--- src/rtl/fetch_if.sv ---
// fetch_if: fetch unit bundle of memory, decode and redirect signals; misaligned exists with FETCH_MISALIGN_TRAP_EN.
interface fetch_if #(parameter int WIDTH = 32);
  logic             imem_req;
  logic [WIDTH-1:0] imem_addr;
  logic             imem_rvalid;
  logic [31:0]      imem_rdata;
  logic [31:0]      instruction;
  logic [WIDTH-1:0] pc;
  logic             valid;
  logic             ready;
  logic             redirect;
  logic [WIDTH-1:0] redirect_pc;
`ifdef FETCH_MISALIGN_TRAP_EN
  logic             misaligned;
  modport master(output imem_req, imem_addr, instruction, pc, valid, misaligned,
                 input imem_rvalid, imem_rdata, ready, redirect, redirect_pc);
  modport slave(input imem_req, imem_addr, instruction, pc, valid, misaligned,
                output imem_rvalid, imem_rdata, ready, redirect, redirect_pc);
`else
  modport master(output imem_req, imem_addr, instruction, pc, valid,
                 input imem_rvalid, imem_rdata, ready, redirect, redirect_pc);
  modport slave(input imem_req, imem_addr, instruction, pc, valid,
                output imem_rvalid, imem_rdata, ready, redirect, redirect_pc);
`endif
endinterface

--- src/rtl/fetch_unit.sv ---
// fetch_unit: instruction fetch with in-order response buffer and redirect squash; FETCH_MISALIGN_TRAP_EN adds a misaligned-redirect trap.
module fetch_unit #(
  parameter int               WIDTH    = 32,
  parameter logic [WIDTH-1:0] RESET_PC = '0,
  parameter int               DEPTH    = 4
) (
  input logic     clk,
  input logic     rst,
  fetch_if.master bus
);
  localparam int          AW  = $clog2(DEPTH);
  localparam int          CW  = AW + 1;
  localparam logic [CW:0] LIM = (CW + 1)'(DEPTH);
  localparam logic [31:0] NOP = 32'h0000_0013;
  logic [WIDTH-1:0] r_fetch_pc;
  logic [WIDTH-1:0] r_oq [DEPTH];
  logic [AW-1:0]    r_oq_wr, r_oq_rd;
  logic [CW-1:0]    r_outst, r_drop, r_cnt;
  logic [WIDTH-1:0] r_buf_pc [DEPTH];
  logic [31:0]      r_buf_ins [DEPTH];
  logic [AW-1:0]    r_wr, r_rd;
  logic             w_req, w_push, w_pop, w_mis, w_valid;
  logic [WIDTH-1:0] w_rpc;
`ifdef FETCH_MISALIGN_TRAP_EN
  logic r_mis;
  assign w_mis          = r_mis;
  assign w_rpc          = bus.redirect_pc;
  assign bus.misaligned = r_mis;
  // each redirect re-evaluates alignment; a misaligned target parks fetch
  always_ff @(posedge clk or posedge rst)
    if (rst) r_mis <= 1'b0;
    else if (bus.redirect) r_mis <= |bus.redirect_pc[1:0];
`else
  assign w_mis = 1'b0;
  assign w_rpc = bus.redirect_pc & ~WIDTH'(3);
`endif
  // requests in flight are counted whether or not they will be dropped
  assign w_req   = !rst && !bus.redirect && !w_mis && ({1'b0, r_cnt} + {1'b0, r_outst} < LIM);
  assign w_push  = bus.imem_rvalid && !bus.redirect && r_drop == '0;
  assign w_valid = r_cnt != '0;
  assign w_pop   = w_valid && bus.ready;
  assign bus.imem_req    = w_req;
  assign bus.imem_addr   = r_fetch_pc;
  assign bus.valid       = w_valid;
  assign bus.instruction = w_valid ? r_buf_ins[r_rd] : NOP;
  assign bus.pc          = w_valid ? r_buf_pc[r_rd] : RESET_PC;
  // fetch pc, outstanding/drop counters and buffer pointers
  always_ff @(posedge clk or posedge rst)
    if (rst) begin
      r_fetch_pc <= RESET_PC;
      r_outst    <= '0;
      r_drop     <= '0;
      r_cnt      <= '0;
      r_wr       <= '0;
      r_rd       <= '0;
      r_oq_wr    <= '0;
      r_oq_rd    <= '0;
    end else begin
      r_outst <= r_outst + CW'(w_req) - CW'(bus.imem_rvalid);
      r_oq_wr <= r_oq_wr + AW'(w_req);
      r_oq_rd <= r_oq_rd + AW'(bus.imem_rvalid);
      if (bus.redirect) begin
        r_fetch_pc <= w_rpc;
        r_drop     <= r_outst - CW'(bus.imem_rvalid);
        r_cnt      <= '0;
        r_wr       <= '0;
        r_rd       <= '0;
      end else begin
        if (w_req) r_fetch_pc <= r_fetch_pc + WIDTH'(4);
        if (bus.imem_rvalid && r_drop != '0) r_drop <= r_drop - CW'(1);
        r_cnt <= r_cnt + CW'(w_push) - CW'(w_pop);
        r_wr  <= r_wr + AW'(w_push);
        r_rd  <= r_rd + AW'(w_pop);
      end
    end
  // request pc queue feeds the pc of each returning word into the buffer
  always_ff @(posedge clk) begin
    if (w_req) r_oq[r_oq_wr] <= r_fetch_pc;
    if (w_push) begin
      r_buf_pc[r_wr]  <= r_oq[r_oq_rd];
      r_buf_ins[r_wr] <= bus.imem_rdata;
    end
  end
endmodule

--- src/flat_wrapper.sv ---
// flat-port wrapper written by rule: the top's interface ports become plain ports
module fetch_unit_flat 
#(
  parameter int               WIDTH    = 32,
  parameter logic [WIDTH-1:0] RESET_PC = '0,
  parameter int               DEPTH    = 4
)
  (clk, rst, bus_imem_req, bus_imem_addr, bus_instruction, bus_pc, bus_valid, bus_imem_rvalid, bus_imem_rdata, bus_ready, bus_redirect, bus_redirect_pc);
  fetch_if #(.WIDTH(WIDTH)) bus_i ();
  input logic clk;
  input logic rst;
  output wire logic [$bits(bus_i.imem_req)-1:0] bus_imem_req;
  output wire logic [$bits(bus_i.imem_addr)-1:0] bus_imem_addr;
  output wire logic [$bits(bus_i.instruction)-1:0] bus_instruction;
  output wire logic [$bits(bus_i.pc)-1:0] bus_pc;
  output wire logic [$bits(bus_i.valid)-1:0] bus_valid;
  input wire logic [$bits(bus_i.imem_rvalid)-1:0] bus_imem_rvalid;
  input wire logic [$bits(bus_i.imem_rdata)-1:0] bus_imem_rdata;
  input wire logic [$bits(bus_i.ready)-1:0] bus_ready;
  input wire logic [$bits(bus_i.redirect)-1:0] bus_redirect;
  input wire logic [$bits(bus_i.redirect_pc)-1:0] bus_redirect_pc;
  assign bus_imem_req = bus_i.imem_req;
  assign bus_imem_addr = bus_i.imem_addr;
  assign bus_instruction = bus_i.instruction;
  assign bus_pc = bus_i.pc;
  assign bus_valid = bus_i.valid;
  assign bus_i.imem_rvalid = bus_imem_rvalid;
  assign bus_i.imem_rdata = bus_imem_rdata;
  assign bus_i.ready = bus_ready;
  assign bus_i.redirect = bus_redirect;
  assign bus_i.redirect_pc = bus_redirect_pc;
  fetch_unit #(.WIDTH(WIDTH), .RESET_PC(RESET_PC), .DEPTH(DEPTH)) u_core (.clk(clk), .rst(rst), .bus(bus_i));
endmodule
--- config.mk ---
export PLATFORM = sky130hd
export DESIGN_NAME = fetch_unit_flat
export DESIGN_NICKNAME = d
export VERILOG_FILES = /design/src/rtl/fetch_if.sv /design/src/rtl/fetch_unit.sv /design/src/flat_wrapper.sv
export SDC_FILE = /design/constraint.sdc
export NUM_CORES = 1
export LEC_CHECK = 0
export CORE_ASPECT_RATIO = 2
export CORE_MARGIN = 2
export CORE_UTILIZATION = 57
export DETAILED_ROUTE_END_ITERATION = 10
export GPL_TIMING_DRIVEN = 1
export PLACE_DENSITY = 0.8
export SYNTH_ARGS = -nofsm -noshare
export SYNTH_HDL_FRONTEND = slang
export SYNTH_SLANG_ARGS = --single-unit
--- constraint.sdc ---
create_clock -name clk -period 7.7 [get_ports clk]
set_clock_uncertainty 0.15 [all_clocks]
set_input_delay 1.54 -clock clk [delete_from_list [all_inputs] [get_ports clk]]
set_output_delay 1.54 -clock clk [all_outputs]
set_load 0.05 [all_outputs]
==> flow_summary_export.csv, run 1 <==
group,metric,value,unit
placed_design,dpl.hpwl,19.1,mm
setup_path,r2r_start,"u_core.r_drop[0]",
route,viasPerCell,6.01,
global_route,antenna_found_initial,0,
global_route,grt_usage,0.214,
clock_network,cts-hold-fix-buffers,0,
route,drt-met1-wl,11.2,mm
global_route,grt_pass1_vias,8826,
timing,tightestPinTransition,1.15,ns
finish,layout-drive-gt1-share,0.162,
setup_path,path_class,"input pin to output pin",
clock_network,cts_buffers,35,
status,outcome,"completed",
route,wl,31.3,mm
setup_path,crit_required,6.01,ns
yosys,synthArstFlopShare,0.113,
placed_design,placed_area,18400,µm²
route,first_pass_iters,5,
placed_design,port_buffers,160,
yosys,synthCells,854,
yosys,synth_ff_type,"edfxtp_1",
global_route,grt-ovfl-total,0,
placed_design,place_ws,1.59,ns
yosys,synth_top_cells_by_area,"edfxtp_1 (67%), mux4_2 (13%), dfrtp_1 (7.2%)",
route,wl_met2,17.6,mm
finish,final_cells,1402,
finish,insertedDiodeCount,0,
timing,timing.fmax,163,MHz
route,drt_iter0_markers,521,
yosys,ys_top_cells_by_count,"edfxtp_1 (368), mux4_2 (92), nor2b_1 (63)",
setup_path,rrSetupSlack,3.89,ns
yosys,ys_ff_latch,415,
clock_network,clockBufferDepth,3,
power,ir_drop,0.227,mV
timing,setup_viol,0,
yosys,ys_seq_area_frac,0.746,
yosys,yosysTopAreaCell,"edfxtp_1",
timing,finalCriticalPeriod,6.13,ns
global_route,grt_max_degree,65,
clock_network,clockRootBuffer,"clkbuf_16",
yosys,synth-edff-count,368,
route,highest_layer,"met4",
yosys,syn-mean-instance-area,19.2,µm²
run,cap_violations,0,
placed_design,finalWeightedCongestion,0.903,
setup_path,r2r_cells,7,
yosys,synth_top_area_frac,0.674,
power,leakagePower,6.34,nW
power,power-per-cell-area,362,nW/µm²
yosys,synth.most_common_cell,"edfxtp_1",
route,drc,0,
hold_path,hold_end,"u_core.r_outst[0]",
route,ant_nets,0,
floorplanning,die_h,244,µm
yosys,yosysWarningCount,0,
floorplanning,die_w,124,µm
floorplanning,core,28200,µm²
floorplanning,rows,87,
clock_network,cts.sinks,415,
setup_path,reg2reg_to,"u_core.r_buf_pc[2][30]",
timing,rsz0062_at_grt,"false",
yosys,netlist_area,16400,µm²
floorplanning,die_area,30200,µm²
route,wl_per_cell,22.3,µm
setup_path,worstPathArrival,4.44,ns
timing,finalHoldViolCount,0,
timing,relSlewSlack,0.224,
floorplanning,start_util,0.581,
timing,min_period_over_period,0.796,
setup_path,critPathLaunchType,"input pin",
clock_network,cts_tree,"done",
clock_network,cts_max_level,2,
hold_path,min_from,"u_core.r_outst[0]",
hold_path,hp-class,"register to register",
hold_path,worstHoldPathCells,1,
floorplanning,boundaryPins,167,
clock_network,clk_latency,0.52,ns
clock_network,path_clk_slew,0.07,ns
yosys,ys_types,47,
timing,fin_hold_ws,0.386,ns
route,wl_met3,1.45,mm
route,num_vias,8423,
placed_design,dp.cells,1342,
timing,fin_setup_tns,0,ns
timing,worst_slack,1.57,ns
timing,slew_violations,0,
setup_path,crit_fanout,24,
clock_network,cts_resized,0,
finish,final_area,19500,µm²
finish,syn_to_final_growth,18.7,%
setup_path,critPathCaptureType,"output pin",
finish,nets,1109,
global_route,grt_pass1_wl,48.4,mm
clock_network,postCtsSetupRepairBufs,0,
through the flow:
step           utilization  power, mW
2_1_floorplan            -       4.68
5_1_grt              0.690       7.33
6_report             0.690       7.04
3_3_place_gp         0.653       5.42
4_1_cts              0.690       7.12
3_5_place_dp         0.653       5.48
critical path, stage by stage:
cell and delay, ns:
clkdlybuf4s50_1 0.42, or4_1 0.67, or3_1 0.39, buf_4 0.23
clkinv_2 0.29, clkdlybuf4s50_1 0.87
power breakdown:
part / leakage [nW] / internal (mW) / switching [mW]
logic: 1.93 / 0.934 / 1.50
registers: 3.89 / 2.74 / 0.223
clock network: 0.511 / 0.910 / 0.732
area by class of cell:
class,count,area [µm²]
Sequential cell,415,12200
Fill cell,1808,8740
Multi-Input combinational cell,382,3970
Timing Repair Buffer,174,1710
Clock buffer,46,960
Tap cell,356,445
Clock inverter,14,88.8
Inverter,15,57.6
how the worst max path moves through the flow:
| stage | to | cells past startpoint | from | slack (ns) |
|---|---|---|---|---|
| final | bus_imem_req | 6 | rst | 1.57 |
| after global routing | bus_imem_req | 6 | rst | 1.51 |
| after CTS | bus_imem_req | 6 | rst | 1.58 |
| after detailed placement | bus_imem_req | 6 | rst | 1.59 |
| after global placement | bus_imem_req | 6 | rst | 1.59 |
| after floorplan | u_core.r_oq[1][10] | 6 | rst | 1.96 |
cell families after synthesis:
family | count (synthesis) | share of synthesized area
adder cells (fa/ha/maj) | 17 | 0.0139
multiplexers | 95 | 0.128
AND/OR/NAND/NOR | 198 | 0.0652
AO/OA/AOI/OAI | 58 | 0.0253
flip-flops | 415 | 0.746
other | 1 | 0.000229
XOR/XNOR | 10 | 0.00535
buffers and inverters | 60 | 0.0156
per-layer routing:
layer	GRT usage	up-vias
met5	0	-
met4	0.0787	0
met3	0.0274	65
met2	0.394	304
met1	0.251	4304
li1	-	3750
cells in the final DEF, fill, tap and decap left out, types with 13 or more instances in the layout:
cell / count
nand3_1: 22
edfxtp_1: 368
buf_4: 14
nor2b_1: 63
o311ai_0: 16
nand2_1: 44
mux4_2: 92
nor2_1: 18
clkdlybuf4s50_1: 160
dfrtp_1: 44
ha_1: 15
inv_1: 13
o21ai_0: 14
clkbuf_16: 37
registers in the layout, indices dropped and copies added (netlist names):
name and flops:
u_core.bus.imem_addr 30, u_core.r_outst 3, u_core.r_oq 120, u_core.r_oq_rd 2
u_core.r_buf_pc 120, u_core.r_rd 2, u_core.r_buf_ins 128, u_core.r_wr 2
u_core.r_drop 3, u_core.r_oq_wr 2, u_core.r_cnt 3
Power figures use the tool's default switching activity.
==> inputs of run 2 (changes only) <==
==> constraint.sdc (replaced) <==
create_clock -name clk -period 5.8 [get_ports clk]
set_clock_uncertainty 0.15 [all_clocks]
set_input_delay 1.16 -clock clk [delete_from_list [all_inputs] [get_ports clk]]
set_output_delay 1.16 -clock clk [all_outputs]
set_load 0.05 [all_outputs]
==> flow_summary_export.csv, run 2 (synthesis results as in run 1) <==
group,metric,value,unit
status,outcome,"completed",
route,first_pass_iters,5,
timing,min_period_over_period,0.790,
setup_path,crit_fanout,39,
placed_design,finalWeightedCongestion,0.942,
finish,largest_reg_flops,128,
timing,rsz0062_at_grt,"false",
finish,layout-drive-gt1-share,0.166,
global_route,antenna_found_initial,0,
route,num_vias,8511,
route,ant_nets,0,
route,drc,0,
timing,slew_violations,0,
floorplanning,die_w,124,µm
power,p_seq_frac,0.425,
finish,final_area,19500,µm²
setup_path,worstPathArrival,3.27,ns
placed_design,place_ws,1.27,ns
global_route,grt_max_degree,65,
finish,insertedDiodeCount,0,
setup_path,critPathCaptureType,"output pin",
clock_network,postCtsSetupRepairBufs,0,
route,wl,31.3,mm
finish,n_fill_cell,1796,
finish,syn_to_final_growth,19.0,%
timing,relSlewSlack,0.258,
timing,setup_viol,0,
clock_network,cts_resized,0,
clock_network,cts_tree,"done",
finish,nets,1114,
clock_network,cts_max_level,2,
clock_network,clk_latency,0.51,ns
timing,fin_setup_tns,0,ns
floorplanning,die_h,244,µm
floorplanning,core,28200,µm²
placed_design,dpl.hpwl,19.5,mm
setup_path,path_class,"register to output pin",
power,netSwitchingPower,3.28,mW
floorplanning,die_area,30200,µm²
power,pwr-share-clk,0.231,
floorplanning,boundaryPins,167,
timing,finalHoldViolCount,0,
power,power,9.35,mW
power,power-per-cell-area,479,nW/µm²
power,leakagePower,6.36,nW
finish,final_cell_mix,"edfxtp_1 (368), clkdlybuf4s50_1 (159), mux4_2 (92)",
timing,tightestPinTransition,1.10,ns
finish,top_register,"u_core.r_buf_ins",
global_route,grt_usage,0.215,
placed_design,port_buffers,160,
power,sw_frac_of_total,0.351,
timing,fin_hold_ws,0.381,ns
floorplanning,start_util,0.581,
clock_network,clockBufferDepth,3,
clock_network,path_clk_slew,0.07,ns
clock_network,clockRootBuffer,"clkbuf_16",
clock_network,cts-hold-fix-buffers,0,
finish,largestRegisters,"u_core.r_buf_ins (128), u_core.r_buf_pc (120), u_core.r_oq (120)",
power,p_int,6.06,mW
global_route,grt-ovfl-total,0,
placed_design,dp.cells,1347,
global_route,grt_pass1_vias,8705,
route,viasPerCell,6.04,
finish,fin_util,0.691,
clock_network,cts_buffers,35,
route,wl_per_cell,22.2,µm
timing,worst_slack,1.22,ns
power,combPwrFrac,0.345,
power,ir_drop,0.337,mV
setup_path,crit_required,4.49,ns
clock_network,cts.sinks,415,
finish,final_common_cell,"edfxtp_1",
setup_path,critPathLaunchType,"register",
route,drt_iter0_markers,610,
finish,final_cells,1409,
placed_design,placed_area,18500,µm²
timing,finalCriticalPeriod,4.58,ns
hold_path,hp-class,"register to register",
run,cap_violations,0,
timing,timing.fmax,218,MHz
floorplanning,rows,87,
global_route,grt_pass1_wl,48.8,mm
## run 2: power groups by stage
stage / clock (mW) / combinational, mW / sequential [mW]
4_1_cts: 2.20 / 3.28 / 3.98
3_3_place_gp: 0 / 3.20 / 4.02
6_report: 2.16 / 3.22 / 3.97
2_1_floorplan: 0 / 2.29 / 3.93
3_5_place_dp: 0 / 3.27 / 4.03
5_1_grt: 2.31 / 3.42 / 4.01
## run 2: layer usage
layer / routed length, µm / GRT usage / part of all wire
met3: 1590 / 0.0269 / 0.051
met4: 1250 / 0.0889 / 0.040
met5: 0 / 0 / 0
met1: 11300 / 0.261 / 0.36
met2: 17200 / 0.383 / 0.55
## run 2: cell type report
cell class                      count  area [µm²]  share of cell area
Multi-Input combinational cell    382        3960               0.203
Timing Repair Buffer              179        1750              0.0900
Clock inverter                     15        77.6             0.00398
Inverter                           15        57.6             0.00295
Clock buffer                       47         963              0.0494
Tap cell                          356         445              0.0229
Sequential cell                   415       12200               0.628
## run 2: worst paths after layout
kind / start / end / slack, ns / cells past startpoint
hold / removal: u_core.r_outst[0] / u_core.r_outst[0] / 0.38 / 1
max in group asynchronous: rst / u_core.r_rd[0] / 4.03 / 3
min in group asynchronous: rst / u_core.r_outst[0] / 0.99 / 3
setup / recovery: u_core.r_rd[1] / bus_instruction[15] / 1.22 / 4
setup reg to reg: u_core.r_cnt[2] / u_core.r_oq[3][5] / 2.20 / 6
hold reg to reg: u_core.r_outst[0] / u_core.r_outst[0] / 0.38 / 1
## run 2: worst max-delay path, stage by stage, from the launching register on
cell	delay (ns)
dfrtp_2	1.03
buf_4	0.43
mux4_2	0.34
nor2b_1	0.15
clkdlybuf4s50_1	0.74
==> inputs of run 3 (changes only) <==
==> constraint.sdc (replaced) <==
create_clock -name clk -period 4.5 [get_ports clk]
set_clock_uncertainty 0.15 [all_clocks]
set_input_delay 0.9 -clock clk [delete_from_list [all_inputs] [get_ports clk]]
set_output_delay 0.9 -clock clk [all_outputs]
set_load 0.05 [all_outputs]
==> flow_summary_export.csv, run 3 (synthesis results as in run 1) <==
group,metric,value,unit
clock_network,cts_buffers,34,
clock_network,cts_resized,0,
global_route,antenna_found_initial,0,
finish,syn_to_final_growth,20.1,%
setup_path,critical-path-top-delay-family,"buffers and inverters",
power,power-per-cell-area,626,nW/µm²
floorplanning,start_util,0.581,
clock_network,clockBufferDepth,3,
timing,setup_viol,0,
clock_network,cts.sinks,415,
finish,top_register,"u_core.r_buf_ins",
power,leakagePower,6.44,nW
route,drt_iter0_markers,559,
setup_path,crit_slowest_cell,"clkdlybuf4s50_1",
clock_network,cts_max_level,2,
finish,final_common_cell,"edfxtp_1",
placed_design,dp.cells,1350,
clock_network,postCtsSetupRepairBufs,0,
setup_path,critPathCaptureType,"output pin",
hold_path,hp-class,"register to register",
finish,layout-drive-gt1-share,0.172,
route,num_vias,8496,
setup_path,critPathLaunchType,"register",
finish,insertedDiodeCount,0,
floorplanning,rows,87,
placed_design,port_buffers,160,
clock_network,cts_tree,"done",
finish,final_area,19700,µm²
run,cap_violations,0,
finish,largest_reg_flops,128,
setup_path,crit_fanout,23,
timing,relSlewSlack,0.299,
timing,slew_violations,0,
floorplanning,die_h,244,µm
global_route,grt_pass1_wl,50.5,mm
timing,rsz0062_at_grt,"false",
timing,timing.fmax,248,MHz
global_route,grt_max_degree,65,
route,drc,0,
finish,final_cell_mix,"edfxtp_1 (368), clkdlybuf4s50_1 (159), mux4_2 (92)",
global_route,grt-ovfl-total,0,
route,wl_per_cell,23.0,µm
clock_network,clk_latency,0.51,ns
floorplanning,core,28200,µm²
route,viasPerCell,6.02,
placed_design,dpl.hpwl,19.6,mm
route,first_pass_iters,5,
setup_path,crit_required,3.45,ns
floorplanning,die_area,30200,µm²
power,ir_drop,0.552,mV
floorplanning,die_w,124,µm
clock_network,clockRootBuffer,"clkbuf_16",
timing,worst_slack,0.466,ns
placed_design,place_ws,0.635,ns
setup_path,max_stage_delay,0.70,ns
setup_path,worst-path-buf-inv,2,
finish,nets,1116,
placed_design,finalWeightedCongestion,0.868,
global_route,grt_usage,0.224,
setup_path,path_class,"register to output pin",
timing,finalHoldViolCount,0,
clock_network,cts-hold-fix-buffers,0,
finish,final_cells,1411,
timing,min_period_over_period,0.897,
floorplanning,boundaryPins,167,
timing,tightestPinTransition,1.04,ns
route,ant_nets,0,
finish,largestRegisters,"u_core.r_buf_ins (128), u_core.r_buf_pc (120), u_core.r_oq (120)",
timing,finalCriticalPeriod,4.03,ns
status,outcome,"completed",
power,power,12.3,mW
clock_network,path_clk_slew,0.06,ns
global_route,grt_pass1_vias,8887,
setup_path,crit_chain,"buf_12, mux4_2, or2_2, clkdlybuf4s50_1",
placed_design,placed_area,18600,µm²
setup_path,worstPathArrival,2.98,ns
route,wl,32.5,mm
run 3: worst paths after layout:
path / start / to / slack [ns] / cells after the start
setup reg to reg: u_core.r_cnt[1] / u_core.bus.imem_addr[12] / 1.13 / 8
setup / recovery: u_core.r_rd[0] / bus_instruction[4] / 0.47 / 4
min in group asynchronous: rst / u_core.r_cnt[2] / 0.50 / 2
hold reg to reg: u_core.r_outst[0] / u_core.r_outst[0] / 0.38 / 1
hold / removal: u_core.r_outst[0] / u_core.r_outst[0] / 0.38 / 1
max in group asynchronous: rst / u_core.r_rd[0] / 2.84 / 3
run 3: per-layer routing:
metal | part of all wire | GRT usage | vias up | wire length (µm)
met4 | 0.033 | 0.0856 | 0 | 1070
met3 | 0.051 | 0.0276 | 65 | 1670
met5 | 0 | 0 | - | 0
met2 | 0.56 | 0.404 | 345 | 18200
li1 | - | - | 3761 | -
met1 | 0.36 | 0.271 | 4325 | 11600
run 3: area by class of cell:
type                    count  area, µm²
fillers                  1742       8510
multi-input cells         382       3970
flip-flops and latches    415      12200
repair buffers            182       1860
clock buffers              47        963
well taps                 356        445
inverters                  15       57.6
clock inverters            14        146
run 3: where the power goes:
group	switching, mW	internal, mW
registers	0.355	4.69
logic	2.65	1.67
clock network	1.28	1.68
total	4.28	8.04
run 3: through the flow:
stage	hold slack, ns	TNS [ns]	utilization
after floorplan	0.342	-20.89	-
after global placement	0.373	0	0.659
after detailed placement	0.368	0	0.659
after CTS	0.384	0	0.698
after global routing	0.402	0	0.698
final	0.377	0	0.698
